**src/rtl/volume_meter.sv**
```systemverilog
// Microphone loudness meter: peak-detects |mic_in - MIDPOINT| (positive half only) over
// WINDOW accepted samples and maps the peak to a 0..16 level. Define VOLUME_METER_SMOOTH_EN
// to output the mean of the last four window levels instead of the raw level.
module volume_meter #(
  parameter int unsigned WINDOW   = 4000,
  parameter logic [11:0] MIDPOINT = 12'd2048
) (
  input  logic        clk,
  input  logic        rst_n,
  input  logic [11:0] mic_in,
  input  logic        sample_valid,
  input  logic        hold,
  output logic [4:0]  volume,
  output logic        volume_valid,
  output logic [10:0] peak
);

  localparam int unsigned CNT_W = 16;
  localparam int unsigned AMP_W = 11;
  localparam int unsigned LVL_W = 5;
  localparam logic [CNT_W-1:0] WIN_CNT = CNT_W'(WINDOW);

  typedef enum logic {ACCUM, UPDATE} state_t;

  state_t             state, state_nxt;
  logic [CNT_W-1:0]   cnt, cnt_nxt, cnt_inc;
  logic [AMP_W-1:0]   run_peak, run_peak_nxt;
  logic [AMP_W-1:0]   peak_nxt, amp, max_pk;
  logic [LVL_W-1:0]   level, volume_nxt, new_volume;
  logic               volume_valid_nxt;

`ifdef VOLUME_METER_SMOOTH_EN
  localparam int unsigned SUM_W = LVL_W + 2;
  logic [LVL_W-1:0] hist0, hist1, hist2;
  logic [LVL_W-1:0] hist0_nxt, hist1_nxt, hist2_nxt;
  logic [SUM_W-1:0] level_sum;
`endif

  // Only the positive excursion above the DC offset counts as loudness
  assign amp     = (mic_in > MIDPOINT) ? AMP_W'(mic_in - MIDPOINT) : '0;
  assign max_pk  = (amp > run_peak) ? amp : run_peak;
  assign cnt_inc = CNT_W'(cnt + CNT_W'(1));
  assign level   = (max_pk == '0) ? '0 : LVL_W'(max_pk >> 7) + LVL_W'(1);

`ifdef VOLUME_METER_SMOOTH_EN
  assign level_sum  = SUM_W'(level) + SUM_W'(hist0) + SUM_W'(hist1) + SUM_W'(hist2);
  assign new_volume = LVL_W'(level_sum >> 2);
`else
  assign new_volume = level;
`endif

  // Next-state and registered-output logic; outputs load on the completing sample
  // so they change one clock after it, while UPDATE blanks the following cycle.
  always_comb begin
    state_nxt        = state;
    cnt_nxt          = cnt;
    run_peak_nxt     = run_peak;
    peak_nxt         = peak;
    volume_nxt       = volume;
    volume_valid_nxt = 1'b0;
`ifdef VOLUME_METER_SMOOTH_EN
    hist0_nxt        = hist0;
    hist1_nxt        = hist1;
    hist2_nxt        = hist2;
`endif
    case (state)
      ACCUM: begin
        if (sample_valid && !hold) begin
          if (cnt_inc == WIN_CNT) begin
            peak_nxt         = max_pk;
            volume_nxt       = new_volume;
            volume_valid_nxt = 1'b1;
            run_peak_nxt     = '0;
            cnt_nxt          = '0;
            state_nxt        = UPDATE;
`ifdef VOLUME_METER_SMOOTH_EN
            hist0_nxt        = level;
            hist1_nxt        = hist0;
            hist2_nxt        = hist1;
`endif
          end else begin
            run_peak_nxt = max_pk;
            cnt_nxt      = cnt_inc;
          end
        end
      end
      UPDATE: begin
        state_nxt = ACCUM;
      end
    endcase
  end

  always_ff @(posedge clk or negedge rst_n) begin
    if (!rst_n) begin
      state        <= ACCUM;
      cnt          <= '0;
      run_peak     <= '0;
      peak         <= '0;
      volume       <= '0;
      volume_valid <= 1'b0;
`ifdef VOLUME_METER_SMOOTH_EN
      hist0        <= '0;
      hist1        <= '0;
      hist2        <= '0;
`endif
    end else begin
      state        <= state_nxt;
      cnt          <= cnt_nxt;
      run_peak     <= run_peak_nxt;
      peak         <= peak_nxt;
      volume       <= volume_nxt;
      volume_valid <= volume_valid_nxt;
`ifdef VOLUME_METER_SMOOTH_EN
      hist0        <= hist0_nxt;
      hist1        <= hist1_nxt;
      hist2        <= hist2_nxt;
`endif
    end
  end

endmodule

```
**config.mk**
```make
export PLATFORM = sky130hd
export DESIGN_NAME = volume_meter
export DESIGN_NICKNAME = d
export VERILOG_FILES = /design/src/rtl/volume_meter.sv
export SDC_FILE = /design/constraint.sdc
export NUM_CORES = 1
export LEC_CHECK = 0
export CORE_AREA = 8 8 79 81
export DETAILED_ROUTE_END_ITERATION = 8
export DIE_AREA = 0 0 87 89
export GPL_TIMING_DRIVEN = 0
export HOLD_SLACK_MARGIN = 0.08
export PLACE_DENSITY = 0.75
export SETUP_SLACK_MARGIN = 0.1
export SLEW_MARGIN = 0
export SYNTH_ARGS = -nofsm -noshare
export SYNTH_HDL_FRONTEND = slang
export SYNTH_SLANG_ARGS = --single-unit
```
**constraint.sdc**
```tcl
create_clock -name clk -period 3.7 [get_ports clk]
set_input_delay 1.11 -clock clk [delete_from_list [all_inputs] [get_ports clk]]
set_output_delay 1.11 -clock clk [all_outputs]
set_load 0.02 [all_outputs]
```
# After elaboration in Yosys (flattened, before gate mapping)
# Index checks and enable logic that the tools add are counted.
dict set report totals {
  ff_bits 45
  latchBits 0
  ram_bits 0
  mem_bits_ro 0
  in_bits 16
  output_inout_bits 17
  elab_cells 27
  mem_count 0
}
dict set report classes {
  n_addsub 3
  multipliers 0
  div 0
  magnitude_cmp 2
  eq_ne 1
  shift 0
  muxes 9
  bitwise_logic 1
  reduce_logical 5
}
# op n
set op_table {}
lappend op_table {{11-bit two-way mux} 3}
lappend op_table {{16-bit by 1-bit adder with 16-bit output (second input constant)} 1}
lappend op_table {{16-bit by 12-bit equality test with 1-bit output (second input constant)} 1}
lappend op_table {{16-bit two-way mux} 1}
lappend op_table {{12-bit greater-than comparator (second input constant)} 1}
lappend op_table {{11-bit greater-than comparator} 1}
lappend op_table {{11-bit zero test} 1}
lappend op_table {{11-bit by 1-bit subtractor with 11-bit output (second input constant)} 1}
lappend op_table {{4-bit by 1-bit adder with 5-bit output (second input constant)} 1}
lappend op_table {{5-bit two-way mux} 1}
lappend op_table {{1-bit two-way mux} 3}
lappend op_table {{3-bit AND reduction} 1}
lappend op_table {{1-bit case mux with 2 select lines} 1}
lappend op_table {{2-bit AND reduction} 1}
lappend op_table {{1-bit logical AND} 1}
lappend op_table {{1-bit zero test} 1}
lappend op_table {{1-bit inverter} 1}

# Longest topological paths before layout
# Gate-level depths: netlist of run 1.
dict set report depth {
  ltp_word 6
  depth_mapped 13
}

# Least setup slack after synthesis of run 1
# Ideal clock, no wire load.
dict set report synth_path {
  kind {input-to-reg}
  start {in mic_in[11]}
  end {reg volume[4]}
  setup_time_ps 118
  arrival_time_ps 3586
  required_time_ps 3582
  path_slack_ps -4
  path_stages 12
  path_cell_list {clkbuf_1 > and2_1 > ha_1 > a21oi_1 > o21ai_0 > a2111oi_2 > nor2_1 > mux2_2 > ha_1 > inv_1 > nor4_2 > a21o_1}
}
dict set report synth_between {
  elab_chain_len 6
  word_cells_on_any_way 7
  cone_classes {1 x add/sub; 2 x order compare; 3 x mux; 1 x reduce/logical}
}
# item line_no
set synth_rtl {}
lappend synth_rtl {{start, declared} 10} ;# input logic [11:0] mic_in,
lappend synth_rtl {{12-bit greater-than comparator (*)} 40} ;# assign amp = (mic_in > MIDPOINT) ? AMP_W'(mic_in - MIDPOINT) : '0;
lappend synth_rtl {{11-bit two-way mux (*)} 40}
lappend synth_rtl {{11-bit greater-than comparator} 41} ;# assign max_pk = (amp > run_peak) ? amp : run_peak;
lappend synth_rtl {{11-bit two-way mux (*)} 41}
lappend synth_rtl {{named net max_pk[7]} 28} ;# logic [AMP_W-1:0] peak_nxt, amp, max_pk;
lappend synth_rtl {{4-bit by 1-bit adder with 5-bit output / 11-bit zero test (equally long branches)} 43} ;# assign level = (max_pk == '0) ? '0 : LVL_W'(max_pk >> 7) + LVL_W'(1);
lappend synth_rtl {{5-bit two-way mux (*)} 43}
lappend synth_rtl {{end signal, assigned} 111} ;# volume <= volume_nxt;
lappend synth_rtl {{end, declared} 13} ;# output logic [4:0] volume,
# Mark *: on every way through the listed nets, which the timed path passes. The rest lies on a longest branch.
# A chain may end at the register's enable or synchronous reset.

# Worst setup path after layout of run 1
dict set report layout_path {
  start {in mic_in[10]}
  end {reg volume[4]}
}
dict set report layout_between {
  elab_chain_len 6
  word_cells_on_any_way 8
  cone_classes {2 x add/sub; 2 x order compare; 3 x mux; 1 x reduce/logical}
}
# item line_no
set layout_rtl {}
lappend layout_rtl {{11-bit by 1-bit subtractor with 11-bit output / 12-bit greater-than comparator (equally long branches)} 40}
lappend layout_rtl {{11-bit two-way mux (*)} 40}
lappend layout_rtl {{11-bit greater-than comparator} 41}
lappend layout_rtl {{11-bit two-way mux (*)} 41}
lappend layout_rtl {{named net max_pk[7]} 28}
lappend layout_rtl {{4-bit by 1-bit adder with 5-bit output / 11-bit zero test (equally long branches)} 43}
lappend layout_rtl {{5-bit two-way mux (*)} 43}
# Marks and branches as above.

==> impl_metrics.py, run 1 <==
metrics = {
    "logic_synthesis": {
        "async_flop_share": 1.000,
        "yosysWarnings": 0,
        "synth_top_area_frac": 0.4087,
        "synth_common_cells": "dfrtp_1, nand2_1, inv_1, and2_1, o21ai_1",
        "synth_cell_types": 48,
        "ys_ff_latch": 44,
        "synth-edff-count": 0,
        "yosysTopAreaCell": "dfrtp_1",
        "ys.flop_type": "dfrtp_1",
        "synthCells": 289,
        "netlist_area_um2": 2694,
        "syn_nets": 318,
        "yosysSeqAreaShare": 0.4087,
        "synth.most_common_cell": "dfrtp_1",
        "syn_avg_cell_area_um2": 9.321,
        "yosys-top-cells-area": "dfrtp_1, ha_1, nand2_1",
    },
    "sta": {
        "hold_viol_final": 0,
        "setup_viol": 0,
        "finalMaxSlewViolations": 0,
        "setup_slack_ns": 0.1194,
        "timing.hold.ws_ns": 0.4913,
        "relSlewSlack": 0.5919,
        "finClkSkew_ns": 0.01590,
        "fmax_mhz": 279.3,
        "rsz0062_at_grt": "true",
        "tightest_slew_ns": 0.6121,
        "min_period_ns": 3.581,
        "post-route-period-util": 0.9677,
        "setup-tns-final_ns": 0,
    },
    "worst_setup_path": {
        "crit_required_ns": 3.89,
        "criticalPathCategory": "primary input to flop",
        "worstPathArrival_ns": 3.77,
        "r2r_cells": 8,
        "crit_fanout": 5,
        "timing.rr.end": "peak[2]",
        "cp-end-kind": "flop",
        "rrSetupSlack_ns": 0.74,
        "start_kind": "primary input",
        "r2r-start": "cnt[0]",
    },
    "die": {
        "die_x_um": 87,
        "core_um2": 4977,
        "die_y_um": 89,
        "ios": 33,
        "initial_utilization": 0.5412,
        "placementRows": 26,
        "die-area_um2": 7743,
    },
    "worst_hold_path": {
        "hold_depth": 2,
        "hold_path.class": "flop to flop",
        "min_from": "peak[5]",
        "min_to": "peak[5]",
    },
    "clock_network": {
        "clock_latency_ns": 0.31,
        "path_clk_slew_ns": 0.09,
        "cts_tree": "built",
        "cts_root_buf": "clkbuf_8",
        "ctsHoldBuffers": 0,
        "clock_sinks": 44,
        "cts_buffer_depth": 2,
        "cts_htree_levels": 2,
        "numCtsBuffers": 5,
    },
    "placed_design": {
        "post-place-ws_ns": -0.8420,
        "finalWeightedCongestion": 0.8811,
        "placed_cells": 392,
        "dp_hpwl_um": 4746,
        "io_buffers": 32,
        "place_area_um2": 3127,
    },
    "route": {
        "post-route-drc-count": 0,
        "vias": 2354,
        "drt-total-wl_um": 6913,
        "firstDrtPassIters": 4,
        "drt-initial-drc-count": 219,
        "wl_per_cell_um": 17.03,
        "antenna_left": 0,
        "vias_per_cell": 5.798,
    },
    "grt": {
        "grt_usage": 0.1798,
        "grt_max_degree": 30,
        "overflow": 0,
        "antenna_found_initial": 0,
        "grt_pass1_vias": 2261,
        "grt_pass1_wl_um": 10870,
    },
    "final_layout": {
        "layout.nets": 364,
        "syn2layout_area_growth_pct": 26.71,
        "final-instance-count-excl-fill": 406,
        "num-fill-cells": 406,
        "drive_above_1_share": 0.1577,
        "antenna_cells": 0,
        "final_design_area_no_fill_um2": 3413,
    },
    "power": {
        "max-vdd-ir-drop_mv": 0.2309,
        "leakage_nw": 1.408,
        "power-per-cell-area_nw_per_um2": 520.6,
    },
    "outcome": {
        "outcome": "finished clean",
    },
    "run": {
        "cap_viol_max_count": 0,
    },
}
## layout make-up
type | instances | area, um^2 | share of cell area
multi-input combinational | 214 | 1584 | 0.4641
sequential | 44 | 1101 | 0.3226
timing repair buffer | 39 | 391.6 | 0.1147
tap | 70 | 87.58 | 0.02566
buffer | 16 | 77.57 | 0.02273
clock buffer | 5 | 68.82 | 0.02016
inverter | 15 | 56.30 | 0.01650
clock inverter | 3 | 46.29 | 0.01356
## flip-flops by register name (all words and copies together) (netlist names)
register / count
volume: 5
state: 1
cnt: 16
run_peak: 11
peak: 11
## cells in the final DEF (no fill, tap or decap), types with 6 or more instances in the layout
cell type,count
buf_2,7
dfrtp_1,44
mux2i_1,9
nand4_1,11
nand3_1,8
inv_1,13
nand2_1,35
a21o_1,6
xnor2_1,12
ha_1,10
and2_1,12
or3_1,7
o21ai_1,14
o21ai_0,8
clkbuf_8,6
clkbuf_1,9
nor2_1,7
clkdlybuf4s50_1,30
## through the flow
step | power [W] | utilization
floorplan | 0.001049 | -
global placement | 0.001185 | 0.6252
detailed placement | 0.001201 | 0.6282
CTS | 0.001641 | 0.6624
global route | 0.001888 | 0.6858
finish | 0.001777 | 0.6858
## power by group
group          leakage (nW)  switching, W  internal (W)  total [W]
clock network        0.0548      0.000180      0.000203   0.000384
registers             0.575     0.0000875      0.000555   0.000642
logic                 0.778      0.000395      0.000356   0.000751
## what timing repair did
| action | CTS | global route |
|---|---|---|
| resized for setup | 10 | 16 |
| endpoints found under the setup margin | 27 | 15 |
| buffers inserted | 3 | 3 |
| pin swaps | 2 | 4 |
| endpoints found under the hold margin | 0 | 0 |
## layer usage
layer | up-vias | track usage | part of all wire
li1 | 1129 | - | -
met1 | 1154 | 0.2162 | 0.42
met2 | 57 | 0.3109 | 0.50
met3 | 14 | 0.03952 | 0.056
met4 | 0 | 0.06103 | 0.025
met5 | - | 0 | 0
## kinds of logic after synthesis
family,count (synthesis),share of synthesized area
AOI/OAI and AO/OA,64,0.1616
xor gates and xnor gates,13,0.04227
adders and majority gates,13,0.06038
buffers and inverters,31,0.04505
DFF,44,0.4087
muxes,15,0.05759
and+or+nand+nor,109,0.2243
## worst max-delay path by stage
| stage | startpoint | to | slack, ns | cells after the start |
|---|---|---|---|---|
| 2_1_floorplan | mic_in[11] | volume[4] | 0.11 | 12 |
| 3_3_place_gp | mic_in[11] | volume[4] | -0.82 | 13 |
| 3_5_place_dp | mic_in[11] | volume[4] | -0.84 | 13 |
| 4_1_cts | mic_in[11] | volume[4] | 0.14 | 13 |
| 5_1_grt | mic_in[10] | volume[2] | -0.007 | 12 |
| 6_report | mic_in[10] | volume[4] | 0.12 | 12 |
## worst max-delay path, cell delays in order
cell	delay (ns)
clkdlybuf4s50_1	0.45
and2_1	0.21
ha_1	0.28
nand4_1	0.20
inv_2	0.09
a2111oi_4	0.47
nor2_4	0.12
mux2_4	0.34
ha_1	0.21
inv_2	0.07
nor4_2	0.05
a21o_1	0.16
No activity file was read; power rests on OpenSTA's default activity.
==> inputs of run 2 (changes only) <==
--- a/config.mk
+++ b/config.mk
@@ -5,6 +5,7 @@
 export SDC_FILE = /design/constraint.sdc
 export NUM_CORES = 1
 export LEC_CHECK = 0
+export CAP_MARGIN = 20
 export CORE_AREA = 8 8 79 81
 export DETAILED_ROUTE_END_ITERATION = 8
 export DIE_AREA = 0 0 87 89
==> results of run 2 <==
The final DEF is identical to that of run 1; final timing and power are the same.
==> inputs of run 3 (changes only) <==
--- a/config.mk
+++ b/config.mk
@@ -6,12 +6,12 @@
 export NUM_CORES = 1
 export LEC_CHECK = 0
 export CAP_MARGIN = 20
-export CORE_AREA = 8 8 79 81
+export CORE_AREA = 8 8 83 85
 export DETAILED_ROUTE_END_ITERATION = 8
-export DIE_AREA = 0 0 87 89
+export DIE_AREA = 0 0 91 93
 export GPL_TIMING_DRIVEN = 0
 export HOLD_SLACK_MARGIN = 0.08
-export PLACE_DENSITY = 0.75
+export PLACE_DENSITY = 0.71
 export SETUP_SLACK_MARGIN = 0.1
 export SLEW_MARGIN = 0
 export SYNTH_ARGS = -nofsm -noshare
==> constraint.sdc (replaced) <==
create_clock -name clk -period 3.1 [get_ports clk]
set_input_delay 0.93 -clock clk [delete_from_list [all_inputs] [get_ports clk]]
set_output_delay 0.93 -clock clk [all_outputs]
set_load 0.02 [all_outputs]
==> run 3 against run 2 <==
  * Final cell count up 4.2%
  * Sequential cell count stayed put
  * Combinational power increased by 34%
  * Critical path type unchanged
  * Critical endpoint is now volume[2]
  * Largest cell class unchanged
==> impl_metrics.py, run 3 (synthesized netlist as in run 1, its figures left out) <==
metrics = {
    "outcome": {
        "outcome": "finished clean",
    },
    "die": {
        "initial_utilization": 0.4746,
        "placementRows": 28,
        "ios": 33,
        "die-area_um2": 8463,
        "die_x_um": 91,
        "die_y_um": 93,
        "core_um2": 5675,
    },
    "grt": {
        "grt_usage": 0.1680,
        "grt_max_degree": 30,
        "grt_pass1_wl_um": 11830,
        "grt_pass1_vias": 2486,
        "antenna_found_initial": 0,
        "overflow": 0,
    },
    "worst_setup_path": {
        "worstPathArrival_ns": 3.21,
        "rrSetupSlack_ns": 0.31,
        "cp_num_buf_inv": 3,
        "r2r-start": "cnt[3]",
        "cp_top_family": "simple AND/OR/NAND/NOR gates",
        "start_kind": "primary input",
        "crit_required_ns": 3.30,
        "cp_cell_sequence": "buf_8 -> buf_8 -> and2_4 -> ha_4 -> nand4_1 -> a211oi_2 -> a2111oi_4 -> nor2_4 -> mux2_4 -> ha_4 -> inv_4 -> xnor2_1 -> o21bai_1",
        "criticalPathCategory": "primary input to flop",
        "crit_fanout": 8,
        "cp_num_cells": 13,
        "timing.rr.end": "peak[2]",
        "crit_slowest_cell": "mux2_4",
        "r2r_cells": 9,
        "cp-end-kind": "flop",
        "max_stage_delay_ns": 0.36,
    },
    "final_layout": {
        "layout.nets": 376,
        "largest_reg_flops": 16,
        "final_util": 0.6459,
        "antenna_cells": 0,
        "layout_commonest_cell": "dfrtp_1",
        "final_design_area_no_fill_um2": 3666,
        "final_cell_mix": "dfrtp_1, nand2_1, buf_4, clkdlybuf4s50_1",
        "largestRegisters": "cnt (16), peak (11), run_peak (11)",
        "drive_above_1_share": 0.2557,
        "syn2layout_area_growth_pct": 36.09,
        "top_register": "cnt",
    },
    "route": {
        "drt-total-wl_um": 7117,
        "vias_per_cell": 5.749,
        "firstDrtPassIters": 4,
        "vias": 2432,
        "wl_per_cell_um": 16.83,
        "drt-initial-drc-count": 85,
        "post-route-drc-count": 0,
        "antenna_left": 0,
    },
    "placed_design": {
        "finalWeightedCongestion": 0.8872,
        "place_area_um2": 3274,
        "dp_hpwl_um": 4794,
        "io_buffers": 32,
    },
    "clock_network": {
        "path_clk_slew_ns": 0.08,
        "ctsHoldBuffers": 0,
        "clock_latency_ns": 0.30,
        "cts_buffer_depth": 2,
        "cts_htree_levels": 2,
        "numCtsBuffers": 5,
        "cts_root_buf": "clkbuf_8",
        "clock_sinks": 44,
        "cts_tree": "built",
    },
    "sta": {
        "hold_viol_final": 0,
        "finClkSkew_ns": 0.006915,
        "rsz0062_at_grt": "true",
        "setup_viol": 0,
        "relSlewSlack": 0.5898,
        "post-route-period-util": 0.9717,
        "finalMaxSlewViolations": 0,
        "tightest_slew_ns": 0.6112,
        "fmax_mhz": 332.0,
        "min_period_ns": 3.012,
    },
    "power": {
        "power.switching_w": 0.0008405,
        "combPwrFrac": 0.453,
        "cell_internal_pwr_w": 0.001389,
        "power-per-cell-area_nw_per_um2": 608.3,
        "p_seq_frac": 0.350,
        "power_w": 0.002230,
        "swShare": 0.3769,
        "leakage_nw": 1.519,
        "max-vdd-ir-drop_mv": 0.3023,
        "power_frac_clock": 0.197,
    },
    "worst_hold_path": {
        "hold_depth": 2,
        "min_to": "peak[6]",
        "hold_path.class": "flop to flop",
        "min_from": "peak[6]",
    },
    "run": {
        "cap_viol_max_count": 0,
    },
}
## run 3: changes by cell type in the layout (fill, tap and decap cells not counted), moves of 3 or more
cell and delta:
ha_4 +6, and2_4 +8, and2_1 -8, clkdlybuf4s50_1 -11, buf_4 +14, ha_1 -7, clkbuf_2 +5, dlygate4sd2_1 +4
nor4_4 +3
## run 3: worst max path at each step
stage	start	slack [ns]	endpoint
floorplan	mic_in[11]	-0.01	volume[4]
global placement	mic_in[11]	-0.80	peak[0]
detailed placement	mic_in[11]	-0.87	peak[0]
CTS	mic_in[9]	0.11	volume[4]
global route	mic_in[10]	0.01	volume[2]
finish	mic_in[11]	0.09	volume[2]
## run 3: timing repair
item                                    4_1_cts  5_1_grt
gates resized for setup                      33       28
buffers inserted                             13        6
cloned                                        0        0
endpoints found under the setup margin       27       24
pin swaps                                    11       13
## run 3: final cells by class
type                            count  area, um^2
Timing Repair Buffer               52       464.2
Sequential cell                    44        1101
Multi-Input combinational cell    214        1764
Inverter                           15       58.81
Clock buffer                        6       72.57
Tap cell                           75       93.84
Clock inverter                      2       35.03
Buffer                             15       76.32
Fill cell                         488        2009
## run 3: per-layer routing
layer | track usage | vias up | part of all wire
met5 | 0 | - | 0
met2 | 0.2618 | 56 | 0.47
met1 | 0.2166 | 1200 | 0.46
met4 | 0.07367 | 0 | 0.019
met3 | 0.04247 | 15 | 0.053
li1 | - | 1161 | -
## run 3: worst reg2reg max path, cell delays in order (launching register included)
cell and delay [ns]:
dfrtp_1 0.55, nand3_4 0.15, or4_4 0.54, nor3_2 0.17, o22ai_1 0.15, or4b_1 0.53
buf_2 0.21, buf_2 0.21, nand2_1 0.10, o21ai_1 0.06
## run 3: power groups by stage
stage	sequential (W)	combinational [W]	clock, W
after floorplan	0.000750	0.000585	0
after global placement	0.000773	0.000729	0
after detailed placement	0.000774	0.000746	0
after CTS	0.000765	0.000887	0.000450
after global routing	0.000791	0.00110	0.000469
final	0.000780	0.00101	0.000440
## run 3: through the flow
step                      setup slack (ns)  hold WS, ns  setup TNS, ns  cells
final                              0.08783       0.4910              0    423
after global routing               0.01306       0.5205              0    423
after CTS                           0.1065       0.4944              0    417
after detailed placement           -0.8663       0.4705         -18.72    397
after global placement             -0.8038       0.4665         -23.06    396
after floorplan                   -0.01444       0.4703       -0.01444    289
==> RTL edit, RTL diff (settings of run 3) <==
Set the localparam `CNT_W` to 18 (it was 16).
--- a/src/rtl/volume_meter.sv
+++ b/src/rtl/volume_meter.sv
@@ -17,3 +17,3 @@
 
-  localparam int unsigned CNT_W = 16;
+  localparam int unsigned CNT_W = 18;
   localparam int unsigned AMP_W = 11;
Behaviour: no difference found for any inputs over 10 cycles, from zero or initial values and one cycle with rst_n low; that may be too few to reach the edited logic, so the function may still have changed.
==> RTL edit against run 3 <==
  * The run now ends with setup timing left
  * Power up 22%
  * Via count up 13%
  * Final area up 13%
  * Clock power is 12% lower
  * Setup slack lost 310 ps
  * Sequential power grew 8.7%
  * Wire length is 24% higher
  * Area after synthesis grew 4.5%
  * Critical endpoint unchanged
  * Hold slack better by 3.3 ps
  * Register-to-register slack worse by 100 ps
  * Count of clock-buffer cells in the layout decreased by 1
  * Non-clock buffer count is 22 higher
  * Sequential share of layout area shrank 2.3 points
  * Largest power group unchanged
  * Sequential cell count grew 2
==> RTL edit: results (changes against run 3) <==
| Metric | Value |
|---|---|
| Post-Syn Nets | 351 (+10%) |
| Hold_sp | peak[3]$_DFFE_PN0P_ |
| DRT Wirelength | 8790 um (+24%) |
| Setup_tns | -2050 ps (-2050 ps) |
| Final worst setup slack | -220 ps (-308 ps) |
| Slowest cell on the critical path | ha_1 |
| Status | finished with violations |
| Met2 WL post-DR | 4500 um (+35%) |
| Max IR drop VDD | 0.439 mV (+45%) |
| Initial drt markers | 119 (+40%) |
| Share of post-route cells with drive strength above 1 | 33.2% (+7.6 points) |
| CTS clk-pin slew, worst paths | 100 ps (+20 ps) |
| End of the worst hold path | peak[3]$_DFFE_PN0P_ |
| Multi-In Gates | 235 (+9.8%) |
| Global routing met2 resource utilization | 34.3% (+8.2 points) |
| RR Endpoint | volume[2]$_DFFE_PN0P_ |
| Clock-cell share of area | 2.23% (-0.70 points) |
| Failing checks | setup timing |
| GRT met1 Usage | 21.7% (+0.071 points) |
| Met1 wire length | 3440 um (+5.3%) |
| Cells after Synth | 322 (+11%) |
| GRT met3 Usage | 3.77% (-0.48 points) |
| Placed wire-length estimate | 5170 um (+7.9%) |
| Setup violations, final | 20 (+20) |
| Signal buf overhead | 20.1% (+5.4 points) |
| Sequential Area | 0.00115 sq mm (+4.5%) |
| Vias per cell | 5.79 (+0.78%) |
| Fraction of area in multi-input gates | 45.5% (-2.6 points) |
## RTL edit: cell count changes after synthesis, moves of 4 or more
cell	run 3	this run
inv_1	15	23
and2_1	14	4
nor2_1	8	17
a21o_1	6	2
clkbuf_1	12	7
a21oi_1	5	15
or3_1	7	3
o22ai_1	2	7
mux2i_1	11	7
nand2_1	35	50
## RTL edit: where the power goes
group	internal, mW	total (mW)	switching, mW
Clock	0.162	0.387	0.226
Combinational	0.762	1.49	0.727
Sequential	0.692	0.848	0.157
## RTL edit: cells by family after synthesis
group / synth area share [%]
and+or+nand+nor: 24.9
buffers and inverters: 6.18
adders and majority gates: 5.78
xor gates and xnor gates: 4.36
AOI/OAI and AO/OA: 15.0
muxes: 2.89
DFF: 40.9
## RTL edit: what timing repair did
item / in CTS / in global routing
buffers inserted: 30 / 7
cloned: 1 / 1
endpoints found under the setup margin: 27 / 26
pin swaps: 25 / 21
resized for setup: 65 / 38
